**src/rtl/bus_arbiter2.sv**
```systemverilog
// Two-master, one-slave round-robin bus arbiter with one outstanding
// transaction and a response timeout that turns a silent slave into an
// error response back to the requesting master.
module bus_arbiter2 #(
   parameter int unsigned TIMEOUT = 16
) (
   input  logic             clk_i,
   input  logic             rst_i,
   input  logic [1:0]       m_req_valid_i,
   input  logic [1:0][31:0] m_req_addr_i,
   input  logic [1:0][31:0] m_req_value_i,
   input  logic [1:0][3:0]  m_req_wstrb_i,
   output logic [1:0]       m_req_ready_o,
   output logic [1:0]       m_resp_valid_o,
   output logic [31:0]      m_resp_value_o,
   output logic             m_resp_err_o,
   output logic             s_req_valid_o,
   output logic [31:0]      s_req_addr_o,
   output logic [31:0]      s_req_value_o,
   output logic [3:0]       s_req_wstrb_o,
   input  logic             s_req_ready_i,
   input  logic             s_resp_valid_i,
   input  logic [31:0]      s_resp_value_i,
   output logic             busy_o
);

   typedef enum logic [1:0] {S_IDLE, S_REQ, S_WAIT} state_t;

   localparam logic [7:0] TIMEOUT_CNT = 8'(TIMEOUT);

   state_t      state_q, state_d;
   logic        last_q;
   logic        grant_q;
   logic [7:0]  cnt_q, cnt_d;
   logic [31:0] addr_q, value_q;
   logic [3:0]  wstrb_q;

   logic        sel;
   logic        accept;
   logic        timed_out;
   logic        resp_done;

   // Round-robin pick: a lone requester wins, a tie goes to the master not served last
   always_comb begin
      sel = m_req_valid_i[1];
      if (m_req_valid_i == 2'b11) begin
         sel = ~last_q;
      end
   end

   assign accept    = (state_q == S_IDLE) && (m_req_valid_i != 2'b00);
   // A real response in the timeout cycle takes priority over the error
   assign timed_out = (state_q == S_WAIT) && !s_resp_valid_i && (cnt_q == TIMEOUT_CNT);
   assign resp_done = (state_q == S_WAIT) && (s_resp_valid_i || (cnt_q == TIMEOUT_CNT));

   // State register
   always_ff @(posedge clk_i) begin
      if (rst_i) begin
         state_q <= S_IDLE;
      end else begin
         state_q <= state_d;
      end
   end

   // Next-state logic
   always_comb begin
      state_d = state_q;
      case (state_q)
         S_IDLE: if (accept)        state_d = S_REQ;
         S_REQ:  if (s_req_ready_i) state_d = S_WAIT;
         S_WAIT: if (resp_done)     state_d = S_IDLE;
         default:                   state_d = S_IDLE;
      endcase
   end

   // Wait counter: cleared on entry to WAIT, saturating so it can never wrap
   always_comb begin
      cnt_d = cnt_q;
      if (state_q == S_REQ) begin
         cnt_d = 8'd0;
      end else if ((state_q == S_WAIT) && !resp_done && (cnt_q != 8'hFF)) begin
         cnt_d = cnt_q + 8'd1;
      end
   end

   // Datapath registers: latched request, grant, round-robin history, counter
   always_ff @(posedge clk_i) begin
      if (rst_i) begin
         last_q  <= 1'b1;
         grant_q <= 1'b0;
         cnt_q   <= 8'd0;
         addr_q  <= 32'd0;
         value_q <= 32'd0;
         wstrb_q <= 4'd0;
      end else begin
         cnt_q <= cnt_d;
         if (accept) begin
            grant_q <= sel;
            addr_q  <= m_req_addr_i[sel];
            value_q <= m_req_value_i[sel];
            wstrb_q <= m_req_wstrb_i[sel];
         end
         if (resp_done) begin
            last_q <= grant_q;
         end
      end
   end

   // Output logic: ready is combinational from valid, responses are forwarded in-cycle
   always_comb begin
      m_req_ready_o  = 2'b00;
      m_resp_valid_o = 2'b00;
      m_resp_value_o = 32'd0;
      m_resp_err_o   = 1'b0;
      if (accept) begin
         m_req_ready_o[sel] = 1'b1;
      end
      if (resp_done) begin
         m_resp_valid_o[grant_q] = 1'b1;
         m_resp_err_o            = timed_out;
         if (s_resp_valid_i) begin
            m_resp_value_o = s_resp_value_i;
         end
      end
   end

   assign s_req_valid_o = (state_q == S_REQ);
   assign s_req_addr_o  = addr_q;
   assign s_req_value_o = value_q;
   assign s_req_wstrb_o = wstrb_q;
   assign busy_o        = (state_q != S_IDLE);

endmodule

```
**config.mk**
```make
export PLATFORM = sky130hd
export DESIGN_NAME = bus_arbiter2
export DESIGN_NICKNAME = d
export VERILOG_FILES = /design/src/rtl/bus_arbiter2.sv
export SDC_FILE = /design/constraint.sdc
export NUM_CORES = 1
export LEC_CHECK = 0
export ABC_AREA = 1
export CORE_MARGIN = 8
export CORE_UTILIZATION = 34
export DETAILED_ROUTE_END_ITERATION = 7
export GPL_TIMING_DRIVEN = 0
export PLACE_DENSITY = 0.81
export SYNTH_ARGS = -nofsm -noshare
export SYNTH_HDL_FRONTEND = slang
export SYNTH_SLANG_ARGS = --single-unit
```
**constraint.sdc**
```tcl
create_clock -name clk_i -period 1.5 [get_ports clk_i]
set_input_delay 0.225 -clock clk_i [delete_from_list [all_inputs] [get_ports clk_i]]
set_output_delay 0.225 -clock clk_i [all_outputs]
set_load 0.02 [all_outputs]
```
==> results.json <==
{
  "fillers": 796,
  "overflow": 0,
  "root_buffer": "clkbuf_8",
  "route.detailed.drc": 0,
  "final_common_cell": "nand2_1",
  "port-buffer-count": 278,
  "n_antenna_cell": 0,
  "ir_drop_mv": 0.570,
  "setup_viol": 20,
  "cts.sinks": 80,
  "synth_area_per_cell_um2": 6.61,
  "rsz0062_at_grt": "true",
  "numCtsBuffers": 9,
  "fin_ws_ps": -207,
  "hpwl_um": 13400,
  "muxShareOfSynthArea_pct": 0,
  "relSlewSlack_pct": 55.2,
  "synth_top_family_by_area": "simple AND/OR/NAND/NOR gates",
  "syn-cell-area_mm2": 0.00368,
  "grt_pass1_vias": 5086,
  "place_ws_ps": -1050,
  "grtUsageMet2_pct": 40.3,
  "rr_worst_depth": 8,
  "rrSetupSlack_ps": 0,
  "core_mm2": 0.0107,
  "gr-usage-all-layers_pct": 22.8,
  "grt_pass1_wl_um": 26200,
  "place_congestion": 0.874,
  "ant_nets": 0,
  "synth_fp_nets": 733,
  "p_per_area_mw_per_mm2": 826,
  "cts_buffer_depth": 2,
  "reg2reg_to": "s_req_value_o[22]",
  "routedWlPerCell_um": 18.5,
  "ys_seq_area_share_pct": 43.5,
  "violations": "negative setup slack",
  "worst_hold_startpoint": "rst_i",
  "busiest_layer": "met2",
  "ios": 281,
  "timing.final.crit_share_pct": 114,
  "synthAdderAreaFrac_pct": 0.680,
  "design.die.area_mm2": 0.0144,
  "cp_max_fo": 3,
  "synth-xor-area-share_pct": 0.714,
  "final_cell_mix": "nand2_1, clkdlybuf4s50_1, dfxtp_1, dlygate4sd2_1, a31oi_1",
  "clkTransAtPathRegs_ps": 70,
  "hold_viol_final": 0,
  "synth_area_leaders": "dfxtp_1, nand2_1, a31oi_1, nor2_1, clkbuf_1",
  "cts_tree": "done",
  "final_util_pct": 71.1,
  "whs_path_depth": 3,
  "cp-end-kind": "output pin",
  "synth_compound_area_share_pct": 14.0,
  "fin_crit_ps": 1710,
  "vias": 5187,
  "yosysTopAreaCellShare_pct": 43.5,
  "synth-seq-cells": 80,
  "clock_latency_ps": 350,
  "crit_type": "register to output pin",
  "synthSimpleGateAreaFrac_pct": 34.7,
  "outcome": "finished with violations",
  "setup.worst_path.start": "cnt_q[0]",
  "hp-class": "primary input to register",
  "firstDrtPassIters": 5,
  "synthDistinctLibCells": 22,
  "yosys_warnings": 0,
  "yosysTopAreaCell": "dfxtp_1",
  "die_w_um": 120,
  "num_rows": 38,
  "final_nets": 1057,
  "fmax_ghz": 0.586,
  "power.leakage_nw": 3.21,
  "critPathRequiredTime_ps": 1270,
  "cap_violations": 0,
  "r2r_start": "state_q[1]",
  "use_met3_pct": 7.94,
  "syn_to_final_growth_pct": 107,
  "fp.dieH_um": 120,
  "crit_arrival_ps": 1480,
  "wl_um": 18900,
  "start_kind": "register",
  "htree_num_levels": 3,
  "worstHoldEndpoint": "last_q",
  "grt_use_met1_pct": 24.2,
  "worst_slew_pin_slew_ps": 671,
  "layout-drive-gt1-share_pct": 21.6,
  "grt_max_degree": 13,
  "finalClockSkew_ps": 8.66,
  "viasPerCell": 5.06,
  "drt-initial-drc-count": 320,
  "fin_hold_ws_ps": 377,
  "initial_core_util_pct": 34.4,
  "postSynthCellCount": 557,
  "grt_antenna_before_repair": 0,
  "slew_violations": 0
}
==> stage by stage <==
stage	cells	power [W]	area (um^2)	setup TNS, ps
after global routing	1025	0.00658	7610	-3660
final	1025	0.00629	7610	-1110
after CTS	1006	0.00604	6980	-2160
after detailed placement	975	0.00452	6640	-52970
after global placement	975	0.00448	6640	-48840
after floorplan	557	0.00335	3680	0
==> state kept, by name, indices dropped and copies added (netlist names) <==
name	count
s_req_addr_o	32
s_req_value_o	32
cnt_q	8
s_req_wstrb_o	4
state_q	2
grant_q	1
last_q	1
==> kinds of logic (layout without fill, tap and decap cells) <==
kind of cell,after synthesis,after routing
and+or+nand+nor,332,333
AOI/OAI and AO/OA,84,84
DFF,80,80
buffers and inverters,56,383
xor gates and xnor gates,3,3
adders and majority gates,2,2
==> cells in the mapped netlist (all sizes together) <==
master,count
a21oi,10
buf,15
nor3,1
or2,1
nand3,11
ha,2
o211ai,1
nor2,52
nand4,2
clkbuf,22
a31oi,68
xor2,3
nand2,265
dfxtp,80
inv,19
o21ai,5
==> report_power, final <==
part | switching, W | total (W) | leakage, nW | internal, W
sequential | 0.000125 | 0.00245 | 0.664 | 0.00233
combinational | 0.00118 | 0.00225 | 2.44 | 0.00107
clock | 0.000781 | 0.00158 | 0.0989 | 0.000799
==> repair_timing <==
item	CTS	global route
pin swaps	11	13
setup buffers	15	17
gates resized for setup	304	187
gates cloned	1	3
hold buffers	0	0
setup endpoints to repair	184	85
==> worst max path at each step <==
stage	end	slack, ps	cells past startpoint
finish	m_resp_valid_o[0]	-210	7
global route	m_resp_valid_o[0]	-300	7
CTS	m_resp_valid_o[0]	-220	8
detailed placement	m_req_ready_o[0]	-1050	5
global placement	m_req_ready_o[0]	-1050	5
floorplan	m_resp_valid_o[0]	110	7
==> final cells by class <==
class	count	area [um^2]	area share (%)
timing repair buffer	313	3040	40.0
tap	140	175	2.30
clock buffer	11	141	1.86
sequential	80	1620	21.3
multi-input combinational	422	2230	29.3
clock inverter	4	45.0	0.592
inverter	19	78.8	1.04
buffer	36	274	3.60
==> per-layer routing <==
metal	vias to the layer above	routed length, um
met1	2420	7100
met2	279	9600
li1	2448	-
met5	-	0
met3	40	1700
met4	0	550
==> worst max-delay path, cell delays in order (launching register included) <==
cell	delay, ps
dfxtp_2	330
inv_2	70
ha_4	130
nand2_4	50
nor2_4	150
o21ai_2	80
nor2_1	150
buf_4	170
Note: power is estimated with default switching activity, not from simulation.
